**src/rtl/comparator_seq_nbit.sv**
```systemverilog
// Multi-cycle MSB-first magnitude comparator: STEP bits per clock, unsigned or
// two's-complement, early exit at the first differing chunk, start/busy/done handshake.
`timescale 1ns/1ps
module comparator_seq_nbit #(
  parameter int unsigned WIDTH = 16,
  parameter int unsigned STEP  = 4
) (
  input  logic             clk,
  input  logic             rst_n,
  input  logic             start_i,
  input  logic             signed_mode_i,
  input  logic [WIDTH-1:0] a_i,
  input  logic [WIDTH-1:0] b_i,
  output logic             busy_o,
  output logic             done_o,
  output logic             gt_o,
  output logic             lt_o,
  output logic             eq_o
);

  localparam int unsigned N     = WIDTH / STEP;
  localparam int unsigned IDX_W = (N > 1) ? $clog2(N) : 1;
  localparam logic [IDX_W-1:0] IDX_LAST = IDX_W'(N - 1);
  localparam logic [WIDTH-1:0] MSB_MASK = WIDTH'(1) << (WIDTH - 1);

  typedef enum logic {S_IDLE, S_RUN} state_t;

  state_t           state_q;
  logic [WIDTH-1:0] op_a_q;
  logic [WIDTH-1:0] op_b_q;
  logic [IDX_W-1:0] idx_q;
  logic             busy_q;
  logic             done_q;
  logic             gt_q;
  logic             lt_q;
  logic             eq_q;

  logic [STEP-1:0]  a_chunk;
  logic [STEP-1:0]  b_chunk;
  logic [WIDTH-1:0] op_a_sh;
  logic [WIDTH-1:0] op_b_sh;

  // Operands are shifted left each cycle so the current chunk is always the top STEP bits.
  assign a_chunk = op_a_q[WIDTH-1 -: STEP];
  assign b_chunk = op_b_q[WIDTH-1 -: STEP];

  if (N > 1) begin : g_shift
    assign op_a_sh = {op_a_q[WIDTH-STEP-1:0], {STEP{1'b0}}};
    assign op_b_sh = {op_b_q[WIDTH-STEP-1:0], {STEP{1'b0}}};
  end else begin : g_no_shift
    assign op_a_sh = '0;
    assign op_b_sh = '0;
  end

  always_ff @(posedge clk or negedge rst_n) begin
    if (!rst_n) begin
      state_q <= S_IDLE;
      op_a_q  <= '0;
      op_b_q  <= '0;
      idx_q   <= '0;
      busy_q  <= 1'b0;
      done_q  <= 1'b0;
      gt_q    <= 1'b0;
      lt_q    <= 1'b0;
      eq_q    <= 1'b0;
    end else begin
      done_q <= 1'b0;
      case (state_q)
        S_IDLE: begin
          if (start_i) begin
            // Flipping both MSBs maps two's-complement order onto unsigned order.
            op_a_q  <= a_i ^ (signed_mode_i ? MSB_MASK : '0);
            op_b_q  <= b_i ^ (signed_mode_i ? MSB_MASK : '0);
            idx_q   <= '0;
            busy_q  <= 1'b1;
            state_q <= S_RUN;
          end
        end
        S_RUN: begin
          if (a_chunk != b_chunk) begin
            gt_q    <= (a_chunk > b_chunk);
            lt_q    <= (a_chunk < b_chunk);
            eq_q    <= 1'b0;
            done_q  <= 1'b1;
            busy_q  <= 1'b0;
            state_q <= S_IDLE;
          end else if (idx_q == IDX_LAST) begin
            gt_q    <= 1'b0;
            lt_q    <= 1'b0;
            eq_q    <= 1'b1;
            done_q  <= 1'b1;
            busy_q  <= 1'b0;
            state_q <= S_IDLE;
          end else begin
            idx_q  <= idx_q + IDX_W'(1);
            op_a_q <= op_a_sh;
            op_b_q <= op_b_sh;
          end
        end
        default: state_q <= S_IDLE;
      endcase
    end
  end

  assign busy_o = busy_q;
  assign done_o = done_q;
  assign gt_o   = gt_q;
  assign lt_o   = lt_q;
  assign eq_o   = eq_q;

endmodule

```
**config.mk**
```make
export PLATFORM = sky130hd
export DESIGN_NAME = comparator_seq_nbit
export DESIGN_NICKNAME = d
export VERILOG_FILES = /design/src/rtl/comparator_seq_nbit.sv
export SDC_FILE = /design/constraint.sdc
export NUM_CORES = 1
export LEC_CHECK = 0
export CAP_MARGIN = 20
export CORE_MARGIN = 2
export CORE_UTILIZATION = 49
export CTS_CLUSTER_SIZE = 20
export DETAILED_ROUTE_END_ITERATION = 8
export PLACE_DENSITY_LB_ADDON = 0.25
export SYNTH_ARGS = -nofsm -noshare
export SYNTH_HDL_FRONTEND = slang
export SYNTH_SLANG_ARGS = --single-unit
```
**constraint.sdc**
```tcl
create_clock -name clk -period 1.9 [get_ports clk]
set_clock_uncertainty 0.05 [all_clocks]
set_input_delay 0.38 -clock clk [delete_from_list [all_inputs] [get_ports clk]]
set_output_delay 0.38 -clock clk [all_outputs]
set_load 0.005 [all_outputs]
```
Yosys cells after proc, flatten, opt, wreduce, memory -nomap -nowiden --
Index checks and enable logic that the tools add are counted.
Word-level totals: register bits 40, input bits 36, output and inout port bits 5, word-level logic and storage cells 53
Operators by class: add/sub/neg operators 1, magnitude comparators 2, equal/unequal tests 6, muxes and demuxes 28, bitwise operators 3, reductions and logical operators 4
Operator list (number):
- $mux 16 | 7
- $pmux 16 s2 | 2
- $xor 16x16->16 | 2
- $mux 1 | 13
- $mux 2 | 3
- $ne 2x2->1 const B | 3
- $gt 4x4->1 | 1
- $lt 4x4->1 | 1
- $ne 4x4->1 | 1
- $pmux 1 s2 | 2
- $pmux 2 s2 | 1
- $reduce_and 2->1 | 2
- $ne 3x1->1 const B | 1
- $reduce_and 3->1 | 1
- $add 2x1->2 const B | 1
- $eq 2x2->1 const B | 1
- $reduce_bool 2->1 | 1
- $not 1->1 | 1

Logic depth before layout (Yosys ltp) --
Gate-level depths: netlist of run 1.
depth in word-level cells 4, depth in mapped cells 8, mapped depth without buffers 6

Worst setup path before layout of run 1 --
OpenSTA, ideal clock, no wires.
kind reg-to-reg, start register op_a_q[15], end register op_a_q[15], setup time 130 ps, arrival 1458 ps, required time 1720 ps, setup slack 262 ps, stages on the path, launching flop included 7, buffers on the path 1, clock period less this slack 1638 ps, cells stage by stage dfrtp_1 ha_1 and4_4 and3_1 buf_2 a22oi_1 o21ai_0
Between the ends: word-level cells in the longest chain between the ends 3
Ends and longest elaborated chain:
- from (decl) | line 29 | logic [WIDTH-1:0] op_a_q;
- from (signal assigned) | line 72 | op_a_q <= a_i ^ (signed_mode_i ? MSB_MASK : '0);
- from (signal assigned) | line 96 | op_a_q <= op_a_sh;
- $ne 4x4->1 | line 80 | if (a_chunk != b_chunk) begin
- $ne 2x2->1 (no source line)
- $reduce_and 3->1 (no source line)
No other way between the ends. A chain may end at the register's enable or synchronous reset.

Worst setup path in the final report of run 1 --
start register op_a_q[15], end register op_b_q[15]
Between the ends: word-level cells in the longest chain between the ends 3
Ends and longest elaborated chain:
- $ne 4x4->1 | line 80
- $ne 2x2->1 (no source line)
- $reduce_and 3->1 (no source line)
- to (signal assigned) | line 73 | op_b_q <= b_i ^ (signed_mode_i ? MSB_MASK : '0);
- to (signal assigned) | line 97 | op_b_q <= op_b_sh;
- to (decl) | line 30 | logic [WIDTH-1:0] op_b_q;
No other way between the ends.

==> run metrics, run 1 <==
post-synthesis cell count 182; #FFs+latches synth 40; first-pass GRT wire length 6.182 mm; Synth area leader dfrtp_1; placed instance count ~260; root buf cell clkbuf_4; die footprint 4113 µm²; setup violators final 0; outcome completed; DRC viols 0; top post-synthesis cells by area dfrtp_1, o22ai_1, a21oi_1, nand2_1, nor2_1; WL/cell 13.53 µm; Overflow after GRT 0; Setup Fix Bufs, Post-CTS 0; Worst path max stage delay 0.40 ns; Layout Nets 265; Critical Path End Type register; Routability Congestion 0.8020; vias 1446; Worst Setup EP op_b_q[15]; top-area cell type share of the netlist area 0.5650; number of fill cells roughly 290; n_diodes 0; Final HPWL DP 2.549 mm; Worst Reg2Reg Path Length in Cells 5; Sum Neg Setup Slack 0 ns; Seq/Total Area, Yosys 0.5650; setup slack after layout 0.1343 ns; Worst Path Arrival 1.95 ns; GRT Util Overall 0.1965; input/output buffers 40; vias in the first global route 1406; count of cell types in the netlist 25; drt first pass iters 4; YS warnings 0; worst reg2reg setup slack ~0.13 ns; CTS max path bufs 2; WL final 3.654 mm; min Tclk post-route 1.766 ns; htree depth 2; syn avg cell area 9.735 µm²; Initial DRC Count 82; cell family with most CP delay simple AND/OR/NAND/NOR gates; reg-to-reg critical path startpoint op_a_q[15]; Post-Syn Area between 1500 and 2000 µm²; Hold Violations, Final 0; I/O Pins 41; period utilization 0.9293; grt met2 use 0.3320; Static Leak 0.9818 nW; GR peak layer met2; CTS tree done; Critical path origin op_a_q[15]; Post-CTS Hold Buffers 0; Pwr per Cell Area 1322 nW/µm²; largest net degree at the start of global routing 35; share of cells above drive strength 1 0.08036; fmax 0.5664 GHz; worst path buffer plus inverter count 0; critical path class reg2reg; Final Max Slew Viols 0; slowest stage cell, crit path dfrtp_1; worst vdd rail ir drop 604.1 µV; max-cap viol count 0; CP cell instances ha_1 -> and4_4 -> and3_1 -> a22oi_1 -> o21ai_0; Die W about 64 µm; WHS 0.02090 ns; Initial Util 0.5187; Min-Delay Path Class in2async; DR vias/cell 5.356; clk sink count 40; Core Rows 21; routing usage on met3 0.05986; core box area 3416 µm²; clk_lat worst skew roughly 0.35 ns; Worst Setup Start Kind register; TritonCTS buffer count 5; met1 Usage GRT 0.2404; Worst Path Max Fanout 11; Reg2Reg Capture Point op_b_q[15]; height of the die 64.13 µm; initial antenna violation count 0; dpl ws 0.1479 ns; CP Depth 5; Area Overhead vs Synth 27.97%; post-route ant nets 0; Slew HR 0.5191; RSZ-0062 raised after global routing false; critical path required time 2.09 ns; worst-margin pin slew just over 0.7 ns; cts repair resizes 0; fin cells 270; CTS clk-pin slew, worst paths 0.11 ns; Post-Syn Nets 223
==> power by group <==
group          internal (W)  switching (W)  leakage [nW]  total [W]
clock network      0.000136       0.000261        0.0281   0.000397
logic              0.000571       0.000587         0.488    0.00116
registers           0.00124       0.000206         0.466    0.00144
==> cells in the mapped netlist <==
master    count
nand2b_1      1
nand3_1       1
buf_4         1
a21oi_1      21
nor2b_1       1
dfrtp_1      40
mux2i_1       1
inv_1         8
buf_2         9
o22ai_1      22
nand4_1       1
ha_1          5
o21a_1        1
a31oi_1       3
and3_1        1
and4_4        1
nand2_1      24
nor2_1       19
clkbuf_1      1
xor2_1        2
o21ai_0      13
buf_6         2
a22oi_1       2
a32o_1        1
nand3_2       1
==> metrics by stage <==
stage / cell area (µm²) / util / total power [W]
5_1_grt: 2267 / 0.6637 / 0.003263
6_report: 2267 / 0.6637 / 0.002998
3_5_place_dp: 2221 / 0.6502 / 0.002620
4_1_cts: 2267 / 0.6637 / 0.003022
3_3_place_gp: 2221 / 0.6502 / 0.002556
2_1_floorplan: 1772 / - / 0.002207
==> placed cells by master (no fill, tap or decap), types with 2 or more instances in the layout <==
master / netlist / routed
nand2_1: 24 / 24
buf_4: 1 / 7
xor2_1: 2 / 2
a21oi_1: 21 / 21
a22oi_1: 2 / 2
dfrtp_1: 40 / 40
inv_1: 8 / 8
o21ai_0: 13 / 13
o22ai_1: 22 / 22
ha_1: 5 / 5
a31oi_1: 3 / 3
nor2_1: 19 / 19
clkbuf_4: 0 / 5
clkdlybuf4s50_1: 0 / 39
==> worst min path at each step <==
| stage | from | to | depth (start not counted) |
|---|---|---|---|
| after floorplan | rst_n | busy_o | 0 |
| final | rst_n | gt_o | 1 |
| after global placement | lt_o | lt_o | 2 |
| after detailed placement | busy_o | busy_o | 2 |
| after global routing | rst_n | op_a_q[13] | 1 |
| after CTS | rst_n | gt_o | 1 |
==> flip-flops by register name (all words and copies together), names as in the netlist <==
name and flops:
op_a_q 16, op_b_q 16, idx_q 2, busy_o 1, done_o 1, eq_o 1, gt_o 1, lt_o 1
state_q 1
==> cell type report <==
| cell class | count | area, µm² | area share |
|---|---|---|---|
| Inverter | 8 | 30.03 | 0.01325 |
| Timing Repair Buffer | 48 | 467.9 | 0.2064 |
| Clock buffer | 6 | 41.29 | 0.01821 |
| Tap cell | 46 | 57.56 | 0.02539 |
| Clock inverter | 1 | 5.005 | 0.002208 |
| Sequential cell | 40 | 1001 | 0.4415 |
| Multi-Input combinational cell | 121 | 664.4 | 0.2930 |
==> logic make-up after synthesis <==
group | count (synthesis) | synth area share
AOI/OAI and AO/OA | 63 | 0.2027
xor gates and xnor gates | 2 | 0.009889
adders and majority gates | 5 | 0.03531
buffers and inverters | 21 | 0.06144
DFF | 40 | 0.5650
muxes | 1 | 0.005650
and+or+nand+nor | 50 | 0.1201
==> per-layer routing <==
metal  wire, µm  share of wire
met4         32         0.0088
met1       1547           0.42
met5          0              0
met3        177          0.048
met2       1896           0.52
Note: power is estimated with default switching activity, not from simulation.
==> run 2, diff against run 1 <==
PLACE_DENSITY = 0.78   (was not set)
PLACE_DENSITY_LB_ADDON = not set   (was 0.25)
==> run 2 against run 1 <==
Count of clock-buffer cells in the layout rose by 2. Sequential power is essentially flat. Flip-flop and latch count unchanged. Critical path depth fell by 1. Combinational power about the same. Register-to-register slack about the same. First-iteration DRC count shrank 50%. Clock power up 12%. Global-route usage is 0.41 points higher. Routed wire length grew 2.1%. Die area is the same.
==> run metrics, run 2 (same netlist as run 1, synthesis figures left out) <==
input/output buffers 40 (unchanged); Initial Util 0.5187 (unchanged); RSZ-0062 raised after global routing false; outcome completed; Layout Nets 264 (-0.38%); vias in the first global route 1476 (+5.0%); Area Overhead vs Synth 29.80%; Comb power frac 0.383 (-0.003); worst vdd rail ir drop 554.2 µV (-8.3%); critical path class reg2reg; root buf cell clkbuf_4; period utilization 0.9344 (+0.005118); fmax 0.5633 GHz (-0.55%); Initial DRC Count 41 (-50%); WL final 3.729 mm (+2.1%); drt first pass iters 6 (+2); Final Max Slew Viols 0 (unchanged); Reg power frac 0.473 (-0.008); core box area 3416 µm² (unchanged); Sw Share 0.3510 (-0.0006151); slowest stage cell, crit path dfrtp_1; Routability Congestion 0.8055 (+0.44%); DR vias/cell 5.441 (+1.6%); setup violators final 0 (unchanged); clk sink count 40 (unchanged); Hold Violations, Final 0 (unchanged); Worst Path Arrival 1.93 ns (-0.02 ns); min Tclk post-route 1.775 ns (+0.009724 ns); Min-Delay Path Class in2async; die footprint 4113 µm² (unchanged); share of cells above drive strength 1 0.07143 (-0.008929); commonest non-fill, non-tap cell in the layout dfrtp_1; first-pass GRT wire length 6.292 mm (+1.8%); Die W 64.13 µm (unchanged); WHS 0.2877 ns (+0.2668 ns); largest net degree at the start of global routing 40 (+14%); initial antenna violation count 0 (unchanged); Slew HR 0.7467 (+0.2276); number of fill cells 281 (-4.4%); Net Switching 0.001079 W (+2.4%); CTS clk-pin slew, worst paths 0.12 ns (about the same); GRT Util Overall 0.2006 (+0.004089); most frequent cells in the layout dfrtp_1, clkdlybuf4s50_1, nand2_1, o22ai_1, a21oi_1; Worst Reg2Reg Path Length in Cells 4 (-1); final core occ 0.6733 (+0.009524); height of the die 64.13 µm (unchanged); WL/cell 13.81 µm (+2.1%); max-cap viol count 0 (unchanged); Overflow after GRT 0 (unchanged); I/O Pins 41 (unchanged); biggest regs op_a_q x16, op_b_q x16, idx_q x2; Power Internal 0.001995 W (+2.7%); CTS tree done; Pwr per Cell Area 1337 nW/µm² (+1.1%); TritonCTS buffer count 5 (unchanged); Worst Path Max Fanout 11 (unchanged); post-route ant nets 0 (unchanged); Critical Path End Type register; Final HPWL DP 2.606 mm (+2.2%); Core Rows 21 (unchanged); Static Leak 0.9915 nW (+0.99%); Clk pwr share 0.144 (+0.011); critical path required time 2.06 ns (-0.03 ns); clk_lat worst skew 0.35 ns (about the same); Worst path max stage delay 0.41 ns (about the same); worst-margin pin slew 0.3799 ns (-0.3414 ns); htree depth 2 (unchanged); Worst Setup Start Kind register; CP cell instances ha_1 -> and4_4 -> and3_1 -> o21ai_0; CTS max path bufs 2 (unchanged); DRC viols 0 (unchanged); Sum Neg Setup Slack 0 ns (unchanged); n_diodes 0 (unchanged); vias 1469 (+1.6%)
## run 2: worst paths after layout
path | endpoint | from | slack, ns
min in group clk | lt_o | lt_o | 0.44
max in group asynchronous | op_b_q[4] | rst_n | 1.11
worst min-delay path | done_o | rst_n | 0.29
worst max register to register | op_a_q[3] | op_a_q[15] | 0.12
worst max-delay path | op_a_q[3] | op_a_q[15] | 0.12
worst min register to register | lt_o | lt_o | 0.44
## run 2: area by class of cell
class                      instances  area, µm²  area share
clock buffer                       8      58.81     0.02557
inverter                           8      30.03     0.01306
multi-input combinational        121      664.4      0.2889
sequential                        40       1001      0.4353
tap                               46      57.56     0.02503
timing repair buffer              47      488.0      0.2122
## run 2: power groups by stage
stage,Combinational (W),Clock [W],Sequential (W)
after global placement,0.00112,0,0.00145
after detailed placement,0.00118,0,0.00147
final,0.00118,0.000443,0.00146
after floorplan,0.000794,0,0.00141
after CTS,0.00118,0.000460,0.00145
after global routing,0.00134,0.000504,0.00149
## run 2: metrics by stage
stage	cell area [µm²]	total power [W]	cells	worst slack [ns]
floorplan	1772	0.002207	182	0.2620
global placement	2231	0.002568	261	0.2277
finish	2300	0.003074	270	0.1246
CTS	2300	0.003095	270	0.1167
global route	2300	0.003336	270	0.01518
detailed placement	2231	0.002649	261	0.1414
## run 2: timing repair
action                                 4_1_cts  5_1_grt
endpoints found under the hold margin       40        0
hold buffers                                 1        0
setup buffers                                0        0
gates resized for setup                      0        1
setup endpoints to repair                    0        1
## run 2: worst max-delay path: cells and delay by family (launching register included)
family | cells | cell delay, ns
AOI/OAI and AO/OA | 1 | 0.18
and+or+nand+nor | 2 | 0.65
adders and majority gates | 1 | 0.35
DFF | 1 | 0.41
## run 2: metal layers
layer	up-vias	share of wire	track usage
li1	726	-	-
met1	703	0.45	0.2354
met2	34	0.49	0.3438
met3	6	0.052	0.06162
met4	0	0.016	0.07713
met5	-	0	0
==> run 3, diff against run 2 <==
--- a/config.mk
+++ b/config.mk
@@ -8,7 +8,9 @@
 export CAP_MARGIN = 20
+export CELL_PAD_IN_SITES_DETAIL_PLACEMENT = 0
+export CELL_PAD_IN_SITES_GLOBAL_PLACEMENT = 1
 export CORE_MARGIN = 2
-export CORE_UTILIZATION = 49
+export CORE_UTILIZATION = 37
 export CTS_CLUSTER_SIZE = 20
 export DETAILED_ROUTE_END_ITERATION = 8
-export PLACE_DENSITY = 0.78
+export PLACE_DENSITY_LB_ADDON = 0.1
 export SYNTH_ARGS = -nofsm -noshare
--- a/constraint.sdc
+++ b/constraint.sdc
@@ -4,2 +4,2 @@
 set_output_delay 0.38 -clock clk [all_outputs]
-set_load 0.005 [all_outputs]
+set_load 0.1 [all_outputs]
==> run 3 against run 2 <==
Routed wire length is 0.67% higher. Final cell count grew 3.0%. Worst setup slack improved by 0.044 ns. Critical endpoint is now op_b_q[9]. Largest power group is now combinational cells. Non-clock buffer count unchanged. Die area increased by 30%. First-iteration DRC count grew 80%. Clock power up 31%. Combinational power up 42%. Cell area up 3.4%. Sequential share of layout area decreased by 1.4 points. Critical path depth is 2 higher.
==> run metrics, run 3 (same netlist as run 1, synthesis figures left out) <==
TritonCTS buffer count 5 (unchanged); worst vdd rail ir drop 753.9 µV (+36%); Min-Delay Path Class in2async; Setup Fix Bufs, Post-CTS 0 (unchanged); outcome completed; input/output buffers 40 (unchanged); critical path class reg2reg; Initial DRC Count 74 (+80%); CP cell instances ha_1 -> and4_4 -> nand3_2 -> buf_12 -> o22ai_1 -> a21oi_1; Slew HR 0.6606 (-0.08612); n_diodes 0 (unchanged); Hold Violations, Final 0 (unchanged); Final HPWL DP 2.583 mm (-0.89%); routing usage on met3 0.05663 (-0.004990); Layout Nets 264 (unchanged); most frequent cells in the layout dfrtp_1, clkdlybuf4s50_1, nand2_1, o22ai_1, a21oi_1; post-route ant nets 0 (unchanged); reg-to-reg critical path startpoint op_a_q[15]; vias in the first global route 1481 (+0.34%); worst-margin pin slew 0.5091 ns (+0.1292 ns); placed cell area 2286 µm² (+2.5%); DR vias/cell 5.036 (-7.4%); clk sink count 40 (unchanged); Reg2Reg Capture Point op_b_q[9]; commonest non-fill, non-tap cell in the layout dfrtp_1; Worst Path Max Fanout 39 (+28); drt first pass iters 4 (-2); share of cells above drive strength 1 0.1027 (+0.03125); I/O Pins 41 (unchanged); biggest regs op_a_q x16, op_b_q x16, idx_q x2; Final Cell Area 2377 µm² (+3.4%); Worst Setup Start Kind register; number of fill cells 419 (+49%); Post-CTS Hold Buffers 0 (-1); Die W 73.20 µm (+14%); largest net degree at the start of global routing 41 (+2.5%); Initial Util 0.3801 (-0.1385); grt met2 use 0.2633 (-0.08049); Worst Path Arrival 1.86 ns (-0.07 ns); Static Leak 1.027 nW (+3.6%); Area Overhead vs Synth 34.18%; Overflow after GRT 0 (unchanged); clk_lat worst skew 0.30 ns (-0.05 ns); Routability Congestion 0.7620 (-5.4%); vias 1400 (-4.7%); first-pass GRT wire length 6.624 mm (+5.3%); met1 Usage GRT 0.2058 (-0.02960); Core Rows 25 (+19%); CTS tree done; root buf cell clkbuf_8; WL final 3.754 mm (+0.67%); max-cap viol count 0 (unchanged); RSZ-0062 raised after global routing false; fmax 0.5775 GHz (+2.5%); DRC viols 0 (unchanged); GR peak layer met2; core box area 4661 µm² (+36%); htree depth 2 (unchanged); final core occ 0.5101 (-0.1632); CTS clk-pin slew, worst paths 0.07 ns (-0.05 ns); WL/cell 13.50 µm (-2.2%); Worst path max stage delay 0.39 ns (-0.02 ns); cts repair resizes 0 (unchanged); worst reg2reg setup slack 0.17 ns (+0.04 ns); GRT Util Overall 0.1648 (-0.03578); worst path buffer plus inverter count 1 (+1); Sum Neg Setup Slack 0 ns (unchanged); initial antenna violation count 0 (unchanged); Reg area 1001 µm² (unchanged); min Tclk post-route 1.732 ns (-0.04373 ns); Critical Path End Type register; Final Max Slew Viols 0 (unchanged); Pwr per Cell Area 1565 nW/µm² (+17%); footprint of the multi-input gates 665.6 µm² (+0.19%); critical path required time 2.03 ns (-0.03 ns); CTS max path bufs 2 (unchanged); cell family with most CP delay flip-flops; period utilization 0.9114 (-0.02301); die footprint 5358 µm² (+30%); Worst Reg2Reg Path Length in Cells 6 (+2); setup violators final 0 (unchanged); height of the die 73.20 µm (+14%); slowest stage cell, crit path dfrtp_1
## run 3: power by group
group          total (W)  internal [W]  leakage, nW  switching, W
combinational    0.00167      0.000695        0.516      0.000971
sequential       0.00147       0.00124        0.466      0.000233
clock           0.000581      0.000296       0.0455      0.000285
## run 3: how the worst max path moves through the flow
stage | end | from | slack (ns) | depth (start not counted)
floorplan | op_a_q[15] | op_a_q[15] | 0.26 | 6
global placement | op_b_q[15] | op_a_q[15] | 0.21 | 5
detailed placement | op_a_q[1] | op_a_q[15] | 0.13 | 4
CTS | op_a_q[1] | op_a_q[15] | 0.11 | 4
global route | op_b_q[9] | op_a_q[15] | 0.03 | 6
finish | op_b_q[9] | op_a_q[15] | 0.17 | 6
## run 3: through the flow
stage | power (W) | std cells | hold slack (ns) | setup slack (ns)
finish | 0.003721 | 278 | 0.07845 | 0.1683
global route | 0.004020 | 278 | 0.1235 | 0.03157
CTS | 0.003766 | 278 | 0.1038 | 0.1067
detailed placement | 0.003173 | 270 | 0.4228 | 0.1297
global placement | 0.003125 | 270 | 0.4145 | 0.2118
floorplan | 0.002575 | 182 | 0.03441 | 0.2620
## run 3: final cells by class
cell class / count / share of cell area
multi-input cells: 121 / 0.2800
inverters: 8 / 0.01263
flip-flops and latches: 40 / 0.4211
clock buffers: 8 / 0.03789
well taps: 54 / 0.02842
repair buffers: 47 / 0.2200
## run 3: layer usage
layer	up-vias	part of all wire
met5	-	0
met4	0	0.018
met3	5	0.057
met2	36	0.46
met1	638	0.46
li1	721	-
==> variant 1, RTL diff (flow settings as in run 2) <==
Add an input register stage for `start_i`, `signed_mode_i`, `a_i` and `b_i`; this delays them by one clock.
--- a/src/rtl/comparator_seq_nbit.sv
+++ b/src/rtl/comparator_seq_nbit.sv
@@ -26,2 +26,14 @@
   typedef enum logic {S_IDLE, S_RUN} state_t;
+
+  logic start_q;
+  logic signed_mode_q;
+  logic [WIDTH-1:0] a_q;
+  logic [WIDTH-1:0] b_q;
+
+  always_ff @(posedge clk) begin
+    start_q       <= start_i;
+    signed_mode_q <= signed_mode_i;
+    a_q           <= a_i;
+    b_q           <= b_i;
+  end
 
@@ -69,6 +81,6 @@
         S_IDLE: begin
-          if (start_i) begin
+          if (start_q) begin
             // Flipping both MSBs maps two's-complement order onto unsigned order.
-            op_a_q  <= a_i ^ (signed_mode_i ? MSB_MASK : '0);
-            op_b_q  <= b_i ^ (signed_mode_i ? MSB_MASK : '0);
+            op_a_q  <= a_q ^ (signed_mode_q ? MSB_MASK : '0);
+            op_b_q  <= b_q ^ (signed_mode_q ? MSB_MASK : '0);
             idx_q   <= '0;
Check against the original RTL: not equivalent (Yosys sat finds a counterexample within 4 cycles, from zero or initial values and one cycle with rst_n low).
==> variant 1 against run 2 <==
Critical path depth up 1. Critical path type unchanged. Sequential cell count up 34. Synthesized area up 38%. Power up 44%. Via count up 12%. Worst setup slack worse by 0.014 ns. Critical endpoint is now op_b_q[15]. Wire length up 11%. Largest power group unchanged. Design area up 34%.
==> variant 1: results (changes against run 2) <==
metric	value	unit	change
path_max_fanout	11		unchanged
synth_nets	257		was 223
cts_setup_buffers	0		unchanged
grt_max_degree	41		was 40
avgSynthCellArea	11.4	µm²	was 9.73 µm²
io_buffer_count	40		unchanged
cts.repair.resized	0		unchanged
gp_congestion	0.789		was 0.806
reg2reg_to	op_b_q[15]		was op_a_q[3]
worst_path_dominant_cell_family	simple AND/OR/NAND/NOR gates		unchanged
synth-async-reset-ratio	0.541		was 1.00
grt_util_all_layers	0.170		was 0.201
crit_start	op_a_q[15]		unchanged
first_global_vias	1530		was 1,476
peakVddDrop	0.000984	V	was 0.000554 V
cts_made_buffers	9		was 5
dpl.hpwl	2730	µm	was 2610 µm
worst-endpoint-arrival	1.94	ns	
vias_per_cell	4.95		was 5.44
drive_gt1_frac	0.0977		was 0.0714
slowest_stage	dfrtp_1		unchanged
clockBufferDepth	2		unchanged
clock_tree.root_cell	clkbuf_8		was clkbuf_4
r2r_slack	0.11	ns	
slowest_delay	0.39	ns	was 0.41 ns
htree_levels	3		was 2
antenna_found_initial	0		unchanged
ff2ff_path_depth	5		was 4
placed_cells_incl_taps	317		was 261
path_clk_slew	0.07	ns	was 0.12 ns
wirelength	4130	µm	was 3730 µm
tightest_slew	0.491	ns	was 0.380 ns
synth_common_cells	dfrtp_1 (40), dfxtp_1 (34), nand2_1 (24)		was dfrtp_1 (40), nand2_1 (24), o22ai_1 (22)
grt_pass1_wl	6980	µm	was 6290 µm
hold_path_class	in2async		unchanged
status	finished, final reports clean		unchanged
clock_latency	0.33	ns	was 0.35 ns
vias	1649		was 1,469
p_leak	1.33	nW	was 0.991 nW
diodes	0		unchanged
ys_types	26		was 25
synth.area.top_cells	dfrtp_1 (41%), dfxtp_1 (28%), o22ai_1 (5.6%)		was dfrtp_1 (56%), o22ai_1 (7.8%), a21oi_1 (5.9%)
seq_area_frac_synth	0.686		was 0.565
final_nets	302		was 264
drtPass1Iterations	4		was 6
drtIter0Drc	73		was 41
yosys_warnings	0		unchanged
setup_violations	0		unchanged
[variant 1: per-stage QoR]
step | total power, mW | setup WS [ns] | hold slack (ns) | cell area, µm²
after CTS | 4.48 | 0.113 | 0.0539 | 3090
final | 4.44 | 0.110 | 0.0481 | 3090
after floorplan | 2.99 | 0.262 | 0.0344 | 2450
after global routing | 4.74 | 0.00199 | 0.0925 | 3090
after detailed placement | 3.40 | 0.130 | 0.372 | 2910
after global placement | 3.32 | 0.151 | 0.366 | 2910
[variant 1: worst max path at each step]
| stage | to |
|---|---|
| floorplan | op_a_q[15] |
| global placement | op_b_q[15] |
| detailed placement | op_b_q[15] |
| CTS | op_b_q[15] |
| global route | op_a_q[15] |
| finish | op_b_q[15] |
[variant 1: layout make-up]
type	instances	area, µm²
flip-flops and latches	74	1680
well taps	67	83.8
clock inverters	5	27.5
fillers	371	1700
multi-input cells	121	664
repair buffers	47	448
inverters	8	30.0
clock buffers	11	153
[variant 1: power by group]
part	total [mW]	internal [mW]	switching (mW)
Sequential	2.22	1.99	0.223
Clock	1.07	0.544	0.529
Combinational	1.15	0.560	0.590
[variant 1: metal layers]
layer,share of wire,up-vias,track usage,wire length (µm)
li1,-,839,-,-
met1,0.43,751,0.231,1790
met2,0.49,54,0.256,2010
met3,0.060,5,0.0482,247
met4,0.018,0,0.0774,74
met5,0,-,0,0
[variant 1: cell families (layout without fill, tap and decap cells)]
logic type,Yosys count,after routing,synth area share
adders and majority gates,5,5,0.0255
and+or+nand+nor,50,50,0.0867
muxes,1,1,0.00408
DFF,74,74,0.686
buffers and inverters,21,71,0.0444
xor gates and xnor gates,2,2,0.00714
AOI/OAI and AO/OA,63,63,0.146
==> variant 2, RTL diff (config.mk and constraints of run 2) <==
Without the edit above. The parameter `STEP` goes from 4 to 8.
--- a/src/rtl/comparator_seq_nbit.sv
+++ b/src/rtl/comparator_seq_nbit.sv
@@ -5,3 +5,3 @@
   parameter int unsigned WIDTH = 16,
-  parameter int unsigned STEP  = 4
+  parameter int unsigned STEP  = 8
 ) (
Behaviour: not the same (Yosys sat finds a counterexample within 4 cycles, from zero or initial values and one cycle with rst_n low).
==> variant 2 against run 2 <==
Via count grew 1.9%. Design area grew 2.9%. Wire length up 2.9%. Sequential cell count fell by 1. Core utilization fell by 1.7 points. Worst setup slack got worse by 0.023 ns. Synthesized area rose by 1.8%. Critical path type unchanged. Largest cell class unchanged. Highest routed layer unchanged.
Power is not compared: it rests on default switching activity, and its combinational part moved more than twofold at a synthesized area within 25%.
==> variant 2: results (changes against run 2) <==
metric	value	unit	change
path_max_fanout	29		was 11
cts.repair.resized	0		unchanged
tightest_slew	0.687	ns	was 0.380 ns
end_kind	register		unchanged
dpl.hpwl	2630	µm	was 2610 µm
cts_made_buffers	5		unchanged
first_global_vias	1399		was 1,476
top_regs	op_a_q (16), op_b_q (16)		was op_a_q (16), op_b_q (16), idx_q (2)
worst_path_dominant_cell_family	flip-flops		was simple AND/OR/NAND/NOR gates
peakVddDrop	0.000573	V	
htree_levels	2		unchanged
synth-async-reset-ratio	1.00		unchanged
drtPass1Iterations	4		was 6
grt_pass1_wl	6350	µm	was 6290 µm
ys.flop_type	dfrtp_1		unchanged
vias	1497		was 1,469
placed_cells_incl_taps	273		was 261
slowest_delay	0.39	ns	was 0.41 ns
seq_area_frac_synth	0.541		was 0.565
drtIter0Drc	70		was 41
synth_common_cells	nand2_1 (40), dfrtp_1 (39), o22ai_1 (14)		was dfrtp_1 (40), nand2_1 (24), o22ai_1 (22)
path_clk_slew	0.07	ns	was 0.12 ns
grt_remaining_overflow	0		unchanged
status	finished, final reports clean		unchanged
synth_nets	234		was 223
gp_congestion	0.797		was 0.806
fin_cells	281		was 270
placed_cell_area	2270	µm²	was 2230 µm²
wl_per_cell	13.7	µm	was 13.8 µm
ys_types	26		was 25
slowest_stage	dfrtp_1		unchanged
grt_max_degree	32		was 40
ff2ff_path_depth	6		was 4
hold_path_class	in2async		unchanged
hold_viol_final	0		unchanged
cts_setup_buffers	0		unchanged
antenna_found_initial	0		unchanged
drive_gt1_frac	0.0644		was 0.0714
netlist_instances	190		was 182
diodes	0		unchanged
clockBufferDepth	2		unchanged
p_leak	1.05	nW	
io_buffer_count	40		unchanged
worst-endpoint-arrival	1.95	ns	was 1.93 ns
clock_latency	0.29	ns	was 0.35 ns
yosys_warnings	0		unchanged
clock_tree.root_cell	clkbuf_8		was clkbuf_4
grt_util_all_layers	0.203		was 0.201
synth.area.top_cells	dfrtp_1 (54%), nand2_1 (8.3%), ha_1 (5.5%)		was dfrtp_1 (56%), o22ai_1 (7.8%), a21oi_1 (5.9%)
variant 2: changes by cell type in the layout (fill, tap and decap cells not counted), moves of 3 or more:
cell      before  now
a21oi_1       21    9
nand2_1       24   40
and4_1         0    3
o21ai_1        1   12
a31oi_1        3    7
nor2_1        19    8
clkbuf_8       1    7
ha_1           5    8
o22ai_1       22   14
clkbuf_4       5    0
inv_1          8   12
variant 2: per-layer routing:
layer	share of wire	wire, µm	track usage	vias to the layer above
li1	-	-	-	749
met1	0.48	1840	0.287	695
met2	0.46	1760	0.290	51
met3	0.053	203	0.0642	2
met4	0.0094	36	0.0798	0
met5	0	0	0	-
variant 2: cells by family after synthesis:
logic type               after synthesis  share of synthesized area
flip-flops                            39                      0.541
AND/OR/NAND/NOR                       57                      0.135
XOR/XNOR                               2                    0.00971
AO/OA/AOI/OAI                         60                      0.195
buffers and inverters                 24                     0.0638
adder cells (fa/ha/maj)                8                     0.0555
variant 2: final timing paths:
path,from,endpoint,slack [ns]
worst max-delay path,op_a_q[13],op_b_q[11],0.10
worst min-delay path,rst_n,op_a_q[11],0.08
worst max register to register,op_a_q[13],op_b_q[11],0.10
worst min register to register,busy_o,busy_o,0.42
max in group asynchronous,rst_n,op_b_q[3],1.12
min in group clk,busy_o,busy_o,0.42
variant 2: power breakdown:
part	switching [mW]	internal [mW]	leakage (nW)	total [mW]
Clock	0.276	0.331	0.0515	0.607
Combinational	0.226	0.245	0.539	0.471
Sequential	0.0621	0.952	0.463	1.01
Total	0.565	1.53	1.05	2.09
variant 2: layout make-up:
class	count	area [µm²]
clock buffers	8	100
flip-flops and latches	39	976
well taps	48	60.1
multi-input cells	127	713
repair buffers	47	473
inverters	12	45.0
fillers	292	1240
variant 2: through the flow:
step	setup WS, ns	power, mW
after global placement	0.209	1.48
after detailed placement	0.166	1.49
final	0.102	2.09
after global routing	0.00495	2.22
after floorplan	0.258	1.28
after CTS	0.0983	2.10
